<file path="src/rtl/comparator_seq_if.sv">
// Request/response bundle for the chunked magnitude comparator.
// Latency: none, wires only.
// Backpressure: the request side uses in_valid/in_ready and the response side uses out_valid/out_ready.
interface comparator_seq_if #(
    parameter int WIDTH = 32
);
    logic             in_valid;
    logic             in_ready;
    logic [WIDTH-1:0] a;
    logic [WIDTH-1:0] b;
    logic             is_signed;
    logic             out_valid;
    logic             out_ready;
    logic             out_gt;
    logic             out_lt;
    logic             out_eq;

    // The requester drives operands and the result-accept signal.
    modport master (
        output in_valid, a, b, is_signed, out_ready,
        input  in_ready, out_valid, out_gt, out_lt, out_eq
    );

    // The comparator receives operands and produces flags.
    modport slave (
        input  in_valid, a, b, is_signed, out_ready,
        output in_ready, out_valid, out_gt, out_lt, out_eq
    );
endinterface

</file>
<file path="src/rtl/comparator_seq.sv">
// Multi-cycle magnitude comparator that scans CHUNK bits per cycle from the MSB, in signed or unsigned mode.
// Latency: result is valid NCHUNK+1 edges after accept, counting the accept edge as the first; COMPARATOR_EARLY_EXIT_EN stops at the first differing chunk.
// Backpressure: one request in flight; in_ready is high only in IDLE, and the result holds in DONE until out_ready.
module comparator_seq #(
    parameter int WIDTH = 32,
    parameter int CHUNK = 4
) (
    input  logic              clk,
    input  logic              rst_n,
    comparator_seq_if.slave   bus
);
    localparam int NCHUNK = WIDTH / CHUNK;
    localparam int IDX_W  = (NCHUNK > 1) ? $clog2(NCHUNK) : 1;
    localparam logic [IDX_W-1:0] IDX_MAX = IDX_W'(NCHUNK - 1);

    typedef enum logic [1:0] {
        IDLE = 2'd0,
        RUN  = 2'd1,
        DONE = 2'd2
    } state_t;

    state_t           state, state_d;
    logic [IDX_W-1:0] idx, idx_d;
    logic [WIDTH-1:0] a_q, a_d;
    logic [WIDTH-1:0] b_q, b_d;
    logic             acc_gt, acc_gt_d;
    logic             acc_lt, acc_lt_d;
    logic             acc_eq, acc_eq_d;

    logic [CHUNK-1:0] chunk_a;
    logic [CHUNK-1:0] chunk_b;

    assign chunk_a = a_q[idx*CHUNK +: CHUNK];
    assign chunk_b = b_q[idx*CHUNK +: CHUNK];

    // Register the FSM state, scan index, captured operands and accumulators.
    always_ff @(posedge clk or negedge rst_n) begin
        if (!rst_n) begin
            state  <= IDLE;
            idx    <= IDX_MAX;
            a_q    <= '0;
            b_q    <= '0;
            acc_gt <= 1'b0;
            acc_lt <= 1'b0;
            acc_eq <= 1'b0;
        end else begin
            state  <= state_d;
            idx    <= idx_d;
            a_q    <= a_d;
            b_q    <= b_d;
            acc_gt <= acc_gt_d;
            acc_lt <= acc_lt_d;
            acc_eq <= acc_eq_d;
        end
    end

    // Compute the next state: capture on accept, fold in one chunk per RUN cycle, release on out_ready.
    always_comb begin
        state_d  = state;
        idx_d    = idx;
        a_d      = a_q;
        b_d      = b_q;
        acc_gt_d = acc_gt;
        acc_lt_d = acc_lt;
        acc_eq_d = acc_eq;
        case (state)
            IDLE: begin
                if (bus.in_valid) begin
                    // Flipping the sign bit of both operands maps two's complement onto unsigned order.
                    a_d      = {bus.a[WIDTH-1] ^ bus.is_signed, bus.a[WIDTH-2:0]};
                    b_d      = {bus.b[WIDTH-1] ^ bus.is_signed, bus.b[WIDTH-2:0]};
                    acc_gt_d = 1'b0;
                    acc_lt_d = 1'b0;
                    acc_eq_d = 1'b1;
                    idx_d    = IDX_MAX;
                    state_d  = RUN;
                end
            end
            RUN: begin
                // Only the first differing chunk can decide; later chunks are ignored.
                if (acc_eq) begin
                    if (chunk_a > chunk_b) begin
                        acc_gt_d = 1'b1;
                        acc_eq_d = 1'b0;
                    end else if (chunk_a < chunk_b) begin
                        acc_lt_d = 1'b1;
                        acc_eq_d = 1'b0;
                    end
                end
                if (idx == '0) begin
                    state_d = DONE;
                end else begin
                    idx_d = idx - 1'b1;
                end
`ifdef COMPARATOR_EARLY_EXIT_EN
                if (acc_eq && (chunk_a != chunk_b)) begin
                    state_d = DONE;
                end
`endif
            end
            DONE: begin
                if (bus.out_ready) begin
                    acc_gt_d = 1'b0;
                    acc_lt_d = 1'b0;
                    acc_eq_d = 1'b0;
                    idx_d    = IDX_MAX;
                    state_d  = IDLE;
                end
            end
            default: begin
                state_d = IDLE;
                idx_d   = IDX_MAX;
            end
        endcase
    end

    assign bus.in_ready  = (state == IDLE);
    assign bus.out_valid = (state == DONE);
    // Gate the flags so that they read as zero outside DONE, even while the accumulators are still working.
    assign bus.out_gt    = (state == DONE) & acc_gt;
    assign bus.out_lt    = (state == DONE) & acc_lt;
    assign bus.out_eq    = (state == DONE) & acc_eq;

endmodule
</file>
<file path="src/flat_wrapper.sv">
// flat-port wrapper written by rule: the top's interface ports become plain ports
module comparator_seq_flat 
#(
    parameter int WIDTH = 32,
    parameter int CHUNK = 4
)
  (clk, rst_n, bus_in_valid, bus_a, bus_b, bus_is_signed, bus_out_ready, bus_in_ready, bus_out_valid, bus_out_gt, bus_out_lt, bus_out_eq);
  comparator_seq_if #(.WIDTH(WIDTH)) bus_i ();
  input  logic clk;
  input  logic rst_n;
  input wire logic [$bits(bus_i.in_valid)-1:0] bus_in_valid;
  input wire logic [$bits(bus_i.a)-1:0] bus_a;
  input wire logic [$bits(bus_i.b)-1:0] bus_b;
  input wire logic [$bits(bus_i.is_signed)-1:0] bus_is_signed;
  input wire logic [$bits(bus_i.out_ready)-1:0] bus_out_ready;
  output wire logic [$bits(bus_i.in_ready)-1:0] bus_in_ready;
  output wire logic [$bits(bus_i.out_valid)-1:0] bus_out_valid;
  output wire logic [$bits(bus_i.out_gt)-1:0] bus_out_gt;
  output wire logic [$bits(bus_i.out_lt)-1:0] bus_out_lt;
  output wire logic [$bits(bus_i.out_eq)-1:0] bus_out_eq;
  assign bus_i.in_valid = bus_in_valid;
  assign bus_i.a = bus_a;
  assign bus_i.b = bus_b;
  assign bus_i.is_signed = bus_is_signed;
  assign bus_i.out_ready = bus_out_ready;
  assign bus_in_ready = bus_i.in_ready;
  assign bus_out_valid = bus_i.out_valid;
  assign bus_out_gt = bus_i.out_gt;
  assign bus_out_lt = bus_i.out_lt;
  assign bus_out_eq = bus_i.out_eq;
  comparator_seq #(.WIDTH(WIDTH), .CHUNK(CHUNK)) u_core (.clk(clk), .rst_n(rst_n), .bus(bus_i));
endmodule
</file>
<file path="config.mk">
export PLATFORM = sky130hd
export DESIGN_NAME = comparator_seq_flat
export DESIGN_NICKNAME = d
export VERILOG_FILES = /design/src/rtl/comparator_seq_if.sv /design/src/rtl/comparator_seq.sv /design/src/flat_wrapper.sv
export SDC_FILE = /design/constraint.sdc
export NUM_CORES = 1
export LEC_CHECK = 0
export ABC_AREA = 1
export CAP_MARGIN = 10
export CORE_MARGIN = 5
export CORE_UTILIZATION = 25
export DETAILED_ROUTE_END_ITERATION = 10
export PLACE_DENSITY = 0.52
export SLEW_MARGIN = 0
export SYNTH_ARGS = -nofsm -noshare
export SYNTH_HDL_FRONTEND = slang
export SYNTH_SLANG_ARGS = --single-unit
</file>
<file path="constraint.sdc">
create_clock -name clk -period 2 [get_ports clk]
set_input_delay 0.6 -clock clk [delete_from_list [all_inputs] [get_ports clk]]
set_output_delay 0.6 -clock clk [all_outputs]
set_load 0.1 [all_outputs]
</file>
======== Word level (Yosys, flattened, before mapping) ========
Index checks and enable logic that the tools add are counted.
word-level totals
  flip-flop bits (word level) ............. 72
  bits of input ports ..................... 69
  word-level logic and storage cells ...... 58
operators by class
  $add $sub $neg .......................... 1
  order comparisons ....................... 2
  eq/ne operators ......................... 10
  shift operators ......................... 2
  mux-type cells .......................... 22
  bitwise gates (word level) .............. 5
  reductions and logical operators ........ 9
operators by type and width
  cell                                                                 count
  32-bit by 6-bit indexed part select with 4-bit output                2
  1-bit 2-to-1 mux                                                     11
  3-bit 2-to-1 mux                                                     3
  1-bit case mux with 3 select lines                                   3
  3-bit case mux with 3 select lines                                   1
  3-bit AND reduction                                                  3
  2-bit by 1-bit != test with 1-bit output (second input constant)     4
  2-bit != test (second input constant)                                4
  2-bit 2-to-1 mux                                                     3
  2-bit case mux with 3 select lines                                   1
  6-bit AND reduction                                                  1
  5-bit AND reduction                                                  1
  4-bit > comparator                                                   1
  4-bit less-than comparator                                           1
  1-bit bitwise AND                                                    3
  3-bit zero test                                                      1
  3-bit nonzero test                                                   1
  3-bit by 1-bit subtractor with 3-bit output (second input constant)  1
  2-bit by 1-bit == test with 1-bit output (second input constant)     1
  2-bit == test (second input constant)                                1
  2-bit zero test                                                      1
  2-bit AND reduction                                                  1
  1-bit XOR                                                            2

======== Depth between registers and ports, before layout ========
Gate-level depths: netlist of the first run.
  word-level depth ........................ 6
  mapped depth ............................ 16
  gate-level depth less buffers ........... 14

======== Worst setup path before layout of the first run ========
Ideal clock, no wire load.
  path kind ............................... register -> output
  start ................................... register u_core.state[0]
  end ..................................... output port bus_out_eq
  arrival ................................. 2.776 ns
  slack ................................... -1.376 ns
  cell stages (with the launch flop) ...... 4
  path buffers ............................ 0
  cells stage by stage .................... dfrtp_1 nor2_2 inv_1 nor2_1
on the way
  word-level cells in the longest chain between the ends .. 2
RTL lines
  what                    RTL line               RTL
  start, declared         comparator_seq.sv:22   state_t state, state_d;
  start signal, assigned  comparator_seq.sv:47   state <= state_d;
  2-bit == test           -
  net bus_out_valid       flat_wrapper.sv:17     output wire logic [$bits(bus_i.out_valid)-1:0] bus_out_valid;
  1-bit bitwise AND       comparator_seq.sv:122  assign bus.out_eq = (state == DONE) & acc_eq;
  end, declared           flat_wrapper.sv:20     output wire logic [$bits(bus_i.out_eq)-1:0] bus_out_eq;
The timed path passes the listed nets, and every way through them passes these cells.

======== Worst setup path in the final report of the first run ========
  start ................................... register u_core.idx[0]
  end ..................................... register u_core.acc_eq
on the way
  word-level cells in the longest chain between the ends .. 6
  elaborated cells between the ends (all ways) .. 8
  those cells by class .................... 2 x order compare; 2 x shift; 4 x mux
RTL lines
  what                                                                             RTL line                                    RTL
  start, declared                                                                  comparator_seq.sv:23                        logic [IDX_W-1:0] idx, idx_d;
  start signal, assigned                                                           comparator_seq.sv:48                        idx <= idx_d;
  32-bit by 6-bit indexed part select with 4-bit output, on equally long branches  comparator_seq.sv:33, comparator_seq.sv:34
  4-bit less-than comparator                                                       comparator_seq.sv:85                        end else if (chunk_a < chunk_b) begin
  1-bit 2-to-1 mux                                                                 comparator_seq.sv:85
  1-bit 2-to-1 mux (*)                                                             comparator_seq.sv:82                        if (chunk_a > chunk_b) begin
  1-bit 2-to-1 mux (*)                                                             comparator_seq.sv:81                        if (acc_eq) begin
  1-bit case mux with 3 select lines (*)                                           comparator_seq.sv:66                        case (state)
  end signal, assigned                                                             comparator_seq.sv:53                        acc_eq <= acc_eq_d;
  end, declared                                                                    comparator_seq.sv:28                        logic acc_eq, acc_eq_d;
Every way passes the cells marked *; elsewhere a longest branch is shown, timed or not.
A chain may end at the register's enable or synchronous reset.

==> reports/metrics.yaml, run 1 <==
status: "finished, violations left"
violations: "setup timing"
port_buffers: 73
row_count: 43
yosys.area_share.simple_pct: 29.5
endpoint_kind: "flip-flop"
synth-compound-area-share_pct: 10.1
drc: 0
yosys_register_bits: 72
dp.cells: 697
start_util_pct: 25.4
yosysWarnings: 0
period_share_pct: 105
synthXorXnorAreaFrac_pct: 0.748
vias: 3064
path_max_fanout: 33
final_cell_mix: "nand2_1, dfrtp_1, clkdlybuf4s50_1, nor2_1, o21ai_0"
fin_skew_ns: 0.00407
syn_inst: 455
power_mw: 7.84
cts_tree: "yes"
period_needed_ns: 2.09
drv_slew: 0
post-place-ws_ns: -0.217
cts_sinks: 72
postPlaceCellArea_mm2: 0.00455
coreArea_mm2: 0.0138
finalHoldViolations: 0
grt_max_degree: 40
clockBufferDepth: 2
syn2layout_area_growth_pct: 39.8
dp_hpwl_um: 6850
grt_pass1_vias: 3190
pin_count: 74
dieArea_mm2: 0.0165
whs_ns: 0.174
track_usage_pct: 11.6
worstReg2RegEnd: "u_core.acc_eq"
fin_nets: 609
p_per_area_mw_per_mm2: 1600
hp-class: "primary input to asynchronous set/reset pin"
setup_tns_ns: -0.262
synth_fp_nets: 530
ys_seq_area_share_pct: 51.4
place_congestion: 0.793
mostFrequentLayoutCell: "nand2_1"
grt_remaining_overflow: 0
fp.dieH_um: 129
cp.required_ns: 2.21
final_cells: 719
dr.pass1.iters: 4
avgRoutedWirePerCell_um: 12.8
h-tree-depth: 3
cap_violations: 0
ctsRootBufferMaster: "clkbuf_16"
dr.first_iter.drc_count: 162
clk_latency_ns: 0.33
r2r_cells: 12
via_per_inst: 4.26
syn_avg_cell_area_um2: 7.72
slew-limit-headroom_pct: 73.6
worst_pin_slew_ns: 0.396
synth_top_family_by_area: "simple AND/OR/NAND/NOR gates"
antenna_found_initial: 0
startpoint_type: "flip-flop"
synth_mux_area_share_pct: 0
cp_data_arrival_time_ns: 2.30
clk_pin_slew_ns: 0.06
synth-adder-area-share_pct: 2.14
timing.fmax_ghz: 0.478
drive_gt1_share_pct: 11.9
synthesis.area_mm2: 0.00351
routed_wl_um: 9210
fin_util_pct: 35.5
design_area_mm2: 0.00491
setup_slack_ns: -0.0916
grt_pass1_wl_um: 15300
synth.distinct_cells: 27
finalSetupViolCount: 3
ant_nets: 0
r2r-start: "u_core.idx[0]"
ir_worst_vdd_v: 0.000482
rsz0062_at_grt: "true"
ff2ff_setup_slack_ns: -0.09
n_antenna_cell: 0
cts_buffers: 9
die_w_um: 129
crit_type: "flip-flop to flip-flop"
power_leakage_nw: 2.37
[kinds of logic (layout without fill, tap and decap cells)]
group | Yosys count | count (layout)
AO/OA/AOI/OAI | 66 | 66
buffers and inverters | 41 | 125
XOR/XNOR | 3 | 3
adder cells (fa/ha/maj) | 6 | 6
flip-flops | 72 | 72
AND/OR/NAND/NOR | 267 | 267
[state kept, by name, summed over array words and instances, names as in the netlist]
signal	flops
u_core.a_q	32
u_core.b_q	32
u_core.acc_gt	1
u_core.state	2
u_core.acc_lt	1
u_core.idx	3
u_core.acc_eq	1
[worst max-delay path, cell delays in order, from the launching register on]
cell      delay [ns]
dfstp_2         0.60
inv_4           0.14
buf_4           0.16
nor2_1          0.09
o211ai_1        0.10
o21ai_1         0.13
ha_1            0.28
nand2_1         0.07
nand2_1         0.06
nand2_2         0.07
nand2_1         0.07
a21oi_1         0.13
o21ai_1         0.06
[power breakdown]
part	internal [mW]	switching [mW]
clock network	0.957	0.589
registers	2.18	0.485
logic	1.48	2.14
[layout make-up]
type | count | area, um2
well taps | 180 | 225
clock inverters | 6 | 60.1
repair buffers | 93 | 991
clock buffers | 10 | 229
multi-input cells | 342 | 1540
inverters | 16 | 65.1
flip-flops and latches | 72 | 1810
fillers | 1462 | 8910
[cell usage after synthesis (all sizes together)]
| cell | count | share of area, % |
|---|---|---|
| xor2 | 1 | 0.25 |
| nand2 | 214 | 23 |
| nor2 | 50 | 5.7 |
| xnor2 | 2 | 0.50 |
| a21oi | 8 | 1.1 |
| buf | 21 | 3.9 |
| nor3 | 2 | 0.43 |
| dfrtp | 69 | 49 |
| ha | 6 | 2.1 |
| inv | 16 | 1.7 |
| o21ai | 42 | 6.0 |
| dfstp | 3 | 2.2 |
| clkbuf | 4 | 0.50 |
| nand3 | 1 | 0.14 |
| o22ai | 12 | 2.1 |
| o211ai | 4 | 0.85 |
[timing repair]
item / 4_1_cts / 5_1_grt
pin swaps: 0 / 2
resized for setup: 8 / 6
hold endpoints to repair: 0 / 0
hold buffers: 0 / 0
setup buffers: 2 / 4
setup endpoints to repair: 4 / 6
[layer usage]
metal  up-vias  wire [um]  track usage (%)
li1       1589          -                -
met2        71       4150             17.4
met1      1392       4470             16.0
met4         0        144             4.08
met5         -          0                0
met3        12        441             3.15
[how the worst max path moves through the flow]
stage | from | to | depth (start not counted)
2_1_floorplan | u_core.state[1] | bus_out_eq | 4
3_3_place_gp | u_core.idx[0] | u_core.acc_eq | 11
3_5_place_dp | u_core.idx[0] | u_core.acc_eq | 11
4_1_cts | u_core.idx[0] | u_core.acc_eq | 11
5_1_grt | u_core.idx[0] | u_core.acc_gt | 14
6_report | u_core.idx[0] | u_core.acc_eq | 12
(Power assumes the default switching activity.)
==> run 2, diff against run 1 <==
--- a/config.mk
+++ b/config.mk
@@ -7,6 +7,7 @@
 export LEC_CHECK = 0
 export ABC_AREA = 1
 export CAP_MARGIN = 10
+export CORE_ASPECT_RATIO = 0.8
 export CORE_MARGIN = 5
 export CORE_UTILIZATION = 25
 export DETAILED_ROUTE_END_ITERATION = 10
==> run 2 against run 1 <==
  * The run still ends with setup timing left
  * Largest cell class unchanged
  * Clock skew grew 0.0027 ns
  * Design area grew 4.2%
  * Critical endpoint is now u_core.acc_gt
  * Critical path depth grew 1
  * Clock-buffer cell count grew 1
  * Die area is essentially flat
  * Sequential share of layout area shrank 1.5 points
  * Global-route usage grew 1.0 points
  * Fmax shrank 4.0%
  * Clock power grew 7%
  * Highest routed layer unchanged
==> reports/metrics.yaml, run 2 (same netlist as run 1, synthesis figures left out) <==
slew-limit-headroom_pct: 74.2  # +0.62 points
hold_buffers: 0  # unchanged
ir_worst_vdd_v: 0.000639  # +32%
clk_pin_slew_ns: 0.06  # about the same
pin_count: 74  # unchanged
fin_nets: 618  # +1.5%
fp.dieH_um: 116  # -9.7%
final_cell_mix: "nand2_1, dfrtp_1, clkdlybuf4s50_1, nor2_1, o21ai_0"
drive_gt1_share_pct: 15.3  # +3.5 points
fin_skew_ns: 0.00673  # +0.00267 ns
p_switching_mw: 3.56  # +11%
violations: "setup timing"
dieArea_mm2: 0.0165  # about the same
p_clk_share_pct: 19.3  # -0.4 points
rsz0062_at_grt: "true"
worst_pin_slew_ns: 0.387  # -0.00885 ns
final_cells: 728  # +1.3%
p_int_mw: 5.02  # +8.8%
cts_buffers: 9  # unchanged
drv_slew: 0  # unchanged
setup_slack_ns: -0.179  # -0.0871 ns
drc: 0  # unchanged
row_count: 38  # -12%
cts_sinks: 72  # unchanged
startpoint_type: "flip-flop"
clockBufferDepth: 2  # unchanged
crit_type: "flip-flop to flip-flop"
post-place-ws_ns: -0.165  # +0.0528 ns
timing.fmax_ghz: 0.459  # -4.0%
period_share_pct: 109  # +4.4 points
grt_pass1_wl_um: 16500  # +8.0%
ctsRootBufferMaster: "clkbuf_16"
coreArea_mm2: 0.0137  # -0.97%
cap_violations: 0  # unchanged
clk_latency_ns: 0.33  # about the same
syn2layout_area_growth_pct: 45.7
reg_top3: "u_core.a_q x32, u_core.b_q x32, u_core.idx x3"
dp.cells: 696  # -0.14%
h-tree-depth: 3  # unchanged
die_w_um: 143  # +11%
r2r_cells: 13  # +1
p_seq_share_pct: 31.0  # -3.0 points
dr.first_iter.drc_count: 199  # +23%
power_mw: 8.58  # +9.5%
period_needed_ns: 2.18  # +0.0871 ns
port_buffers: 73  # unchanged
n_antenna_cell: 0  # unchanged
routed_wl_um: 10100  # +9.3%
grt_remaining_overflow: 0  # unchanged
power_leakage_nw: 2.45  # +3.2%
endpoint_kind: "flip-flop"
pwr-share-comb_pct: 49.7  # +3.4 points
mostFrequentLayoutCell: "nand2_1"
dp_hpwl_um: 6950  # +1.5%
avgRoutedWirePerCell_um: 13.8  # +7.9%
start_util_pct: 25.7  # +0.25 points
status: "finished, violations left"
cts_tree: "yes"
grt_pass1_vias: 3266  # +2.4%
finalHoldViolations: 0  # unchanged
finalSetupViolCount: 3  # unchanged
vias: 3167  # +3.4%
cp_data_arrival_time_ns: 2.44  # +0.14 ns
place_congestion: 0.839  # +5.8%
grt_max_degree: 73  # +83%
antenna_found_initial: 0  # unchanged
hp-class: "primary input to asynchronous set/reset pin"
p_sw_share_pct: 41.5  # +0.41 points
ant_nets: 0  # unchanged
postPlaceCellArea_mm2: 0.00454  # -0.17%
p_per_area_mw_per_mm2: 1680  # +5.1%
design_area_mm2: 0.00512  # +4.2%
dr.pass1.iters: 5  # +1
via_per_inst: 4.35  # +2.1%
track_usage_pct: 12.6  # +1.0 points
path_max_fanout: 10  # -70%
cp.required_ns: 2.26  # +0.05 ns
## run 2: cell count changes in the layout (fill, tap and decap cells not counted), sizes merged
cell / previous run / this run
clkinv: 3 / 1
clkbuf: 10 / 11
buf: 26 / 35
clkinvlp: 2 / 3
## run 2: stage by stage
| step | utilization (%) | TNS [ns] | hold slack, ns |
|---|---|---|---|
| after floorplan | - | -0.698 | 0.304 |
| after global placement | 33.2 | -0.381 | 0.462 |
| after detailed placement | 33.2 | -0.480 | 0.465 |
| after CTS | 37.2 | -0.173 | 0.298 |
| after global routing | 37.4 | -0.937 | 0.327 |
| final | 37.4 | -0.454 | 0.291 |
## run 2: critical path: stages, from the launching register on
cell	delay, ns
dfstp_2	0.58
buf_6	0.13
buf_6	0.12
nor2_1	0.05
nor2_1	0.09
o21ai_0	0.10
o211ai_1	0.11
o21ai_1	0.12
ha_1	0.31
nand2_1	0.11
nor2_1	0.08
a21oi_2	0.11
nand2_1	0.07
a21oi_2	0.13
## run 2: layout make-up
type                    instances  area (um2)
clock inverters                 5        62.6
well taps                     180         225
multi-input cells             342        1580
clock buffers                  11         253
flip-flops and latches         72        1810
fillers                      1389        8570
inverters                      16        73.8
repair buffers                102        1120
## run 2: worst paths after layout
path,from,endpoint,slack [ns]
worst max register to register,u_core.idx[0],u_core.acc_gt,-0.18
min in group clk,u_core.b_q[7],u_core.b_q[7],0.47
worst max-delay path,u_core.idx[0],u_core.acc_gt,-0.18
worst min-delay path,rst_n,u_core.b_q[9],0.29
worst min register to register,u_core.b_q[7],u_core.b_q[7],0.47
max in group asynchronous,rst_n,u_core.idx[2],1.37
## run 2: repair_timing
action | 4_1_cts | 5_1_grt
pin swaps | 4 | 6
gates cloned | 2 | 0
setup buffers | 15 | 0
setup endpoints to repair | 5 | 4
resized for setup | 34 | 12
hold endpoints to repair | 0 | 0
## run 2: power groups by stage
stage / clock [mW] / sequential, mW / combinational (mW)
2_1_floorplan: 0 / 2.45 / 2.59
3_3_place_gp: 0 / 2.66 / 3.42
3_5_place_dp: 0 / 2.66 / 3.48
4_1_cts: 1.70 / 2.65 / 4.08
5_1_grt: 1.77 / 2.74 / 4.79
6_report: 1.66 / 2.66 / 4.27
## run 2: per-layer routing
metal	global-route usage [%]	wire length [um]	vias to the layer above
li1	-	-	1607
met1	17.7	4970	1461
met2	19.1	4390	90
met3	4.29	631	9
met4	2.47	70	0
met5	0	0	-
==> run 3, diff against run 2 <==
--- a/config.mk
+++ b/config.mk
@@ -9,9 +9,10 @@
 export CAP_MARGIN = 10
 export CORE_ASPECT_RATIO = 0.8
 export CORE_MARGIN = 5
-export CORE_UTILIZATION = 25
+export CORE_UTILIZATION = 46
 export DETAILED_ROUTE_END_ITERATION = 10
-export PLACE_DENSITY = 0.52
+export GPL_ROUTABILITY_DRIVEN = 0
+export PLACE_DENSITY = 0.81
 export SLEW_MARGIN = 0
 export SYNTH_ARGS = -nofsm -noshare
 export SYNTH_HDL_FRONTEND = slang
==> run 3 against run 2 <==
  * The run still ends with setup timing left
  * Register-to-register slack improved by 0.06 ns
  * Total power decreased by 13%
  * Non-clock buffer count decreased by 11
  * Sequential power about the same
  * Global-route usage increased by 7.0 points
  * Sequential share of layout area increased by 3.0 points
  * Critical path depth decreased by 1
  * Utilization increased by 26 points
  * Die area decreased by 43%
  * Routed wire length decreased by 14%
  * Clock skew increased by 0.0034 ns
  * Critical endpoint is now u_core.acc_eq
  * Largest power group unchanged
==> reports/metrics.yaml, run 3 (same netlist as run 1, synthesis figures left out) <==
status: "finished, violations left"
violations: "setup timing"
track_usage_pct: 19.6  # +7.0 points
drv_slew: 0  # unchanged
p_sw_share_pct: 42.8  # +1.3 points
reg_top3: "u_core.a_q x32, u_core.b_q x32, u_core.idx x3"
dr.first_iter.drc_count: 277  # +39%
coreArea_mm2: 0.00743  # -46%
fin_skew_ns: 0.0101  # +0.00335 ns
dr.pass1.iters: 4  # -1
ant_nets: 0  # unchanged
grt_pass1_wl_um: 14700  # -11%
avgRoutedWirePerCell_um: 13.5  # -2.1%
ir_worst_vdd_v: 0.000879  # +38%
endpoint_kind: "flip-flop"
final_cells: 642  # -12%
antenna_found_initial: 0  # unchanged
setup_slack_ns: -0.120  # +0.0584 ns
start_util_pct: 47.3  # +22 points
grt_max_degree: 46  # -37%
ff2ff_setup_slack_ns: -0.12  # +0.06 ns
worstReg2RegEnd: "u_core.acc_eq"
dp_hpwl_um: 6340  # -8.7%
p_clk_share_pct: 15.2  # -4.1 points
dp.cells: 620  # -11%
row_count: 28  # -26%
p_switching_mw: 3.20  # -10%
multi_input_area_mm2: 0.00153  # -3.2%
final_cell_mix: "nand2_1, dfrtp_1, clkdlybuf4s50_1, nor2_1, o21ai_0"
die_w_um: 108  # -24%
cts_sinks: 72  # unchanged
ff_latch_area_mm2: 0.00181  # about the same
r2r-start: "u_core.idx[0]"
drive_gt1_share_pct: 11.2  # -4.2 points
pwr-share-comb_pct: 49.1  # -0.6 points
startpoint_type: "flip-flop"
slew-limit-headroom_pct: 74.9  # +0.70 points
rsz0062_at_grt: "true"
p_int_mw: 4.28  # -15%
dieArea_mm2: 0.00950  # -43%
routed_wl_um: 8690  # -14%
mostFrequentLayoutCell: "nand2_1"
clockBufferDepth: 2  # unchanged
cap_violations: 0  # unchanged
fp.dieH_um: 88.2  # -24%
grt_remaining_overflow: 0  # unchanged
path_max_fanout: 10  # unchanged
p_per_area_mw_per_mm2: 1590  # -5.4%
crit_start: "u_core.idx[0]"
n_antenna_cell: 0  # unchanged
r2r_cells: 12  # -1
cp_data_arrival_time_ns: 2.33  # -0.11 ns
vias: 3189  # +0.69%
cp.required_ns: 2.21  # -0.05 ns
nFillCells: 628  # -55%
drc: 0  # unchanged
grt_pass1_vias: 3163  # -3.2%
finalHoldViolations: 0  # unchanged
timing.fmax_ghz: 0.472  # +2.8%
port_buffers: 73  # unchanged
post-place-ws_ns: -0.169  # -0.00446 ns
clk_pin_slew_ns: 0.08  # +0.02 ns
hold_buffers: 0  # unchanged
syn2layout_area_growth_pct: 34.3
clk_latency_ns: 0.35  # +0.02 ns
pin_count: 74  # unchanged
cts_buffers: 9  # unchanged
via_per_inst: 4.97  # +14%
h-tree-depth: 3  # unchanged
finalSetupViolCount: 3  # unchanged
cts_tree: "yes"
power_leakage_nw: 2.32  # -5.2%
p_seq_share_pct: 35.7  # +4.7 points
hp-class: "primary input to asynchronous set/reset pin"
period_needed_ns: 2.12  # -0.0584 ns
crit_type: "flip-flop to flip-flop"
period_share_pct: 106  # -2.9 points
fin_nets: 607  # -1.8%
worst_pin_slew_ns: 0.376  # -0.0109 ns
ctsRootBufferMaster: "clkbuf_8"
## run 3: how the worst max path moves through the flow
stage	endpoint	cells past startpoint
detailed placement	u_core.acc_eq	11
global route	u_core.acc_gt	12
global placement	u_core.acc_eq	11
floorplan	bus_out_eq	4
CTS	u_core.acc_eq	12
finish	u_core.acc_eq	12
## run 3: worst max-delay path: stages, from the launching register on
cell and delay [ns]:
dfstp_2 0.61, buf_4 0.16, buf_16 0.12, o21ai_0 0.08, o211ai_1 0.15, o21ai_1 0.09, ha_1 0.30, nand2_1 0.08
nand2_1 0.05, nand2_1 0.07, nand2_1 0.07, a21oi_1 0.13, o21ai_1 0.08
## run 3: power groups by stage
stage	combinational, mW	sequential (mW)	clock, mW
4_1_cts	3.57	2.66	1.16
3_5_place_dp	3.36	2.66	0
3_3_place_gp	3.25	2.66	0
6_report	3.68	2.67	1.14
5_1_grt	4.15	2.73	1.21
2_1_floorplan	2.59	2.45	0
## run 3: area by class of cell
type / instances / area share [%]
multi-input combinational: 342 / 32.5
clock buffer: 12 / 3.08
timing repair buffer: 91 / 20.9
inverter: 16 / 1.38
tap: 105 / 2.78
sequential: 72 / 38.3
clock inverter: 4 / 1.14
## run 3: stage by stage
step                instance area, um2  hold slack (ns)  setup TNS, ns  util, %  power, mW
global placement                  4440            0.464         -0.137     59.8       5.91
floorplan                         3540            0.304         -0.698        -       5.05
detailed placement                4440            0.460         -0.424     59.8       6.03
finish                            4720            0.123         -0.327     63.5       7.49
global route                      4720            0.131         -0.795     63.5       8.10
CTS                               4700            0.116         -0.212     63.3       7.39
## run 3: layer usage
metal	GRT usage (%)	part of all wire (%)	vias up
met5	0	0	-
met4	6.65	1.7	0
met3	5.53	8.8	17
met2	29.6	43	125
met1	27.3	46	1463
li1	-	-	1584
## run 3: what timing repair did
action	in CTS	in global routing
resized for setup	10	2
buffers inserted	3	2
endpoints found under the setup margin	6	6
pin swaps	2	0
gates cloned	1	0
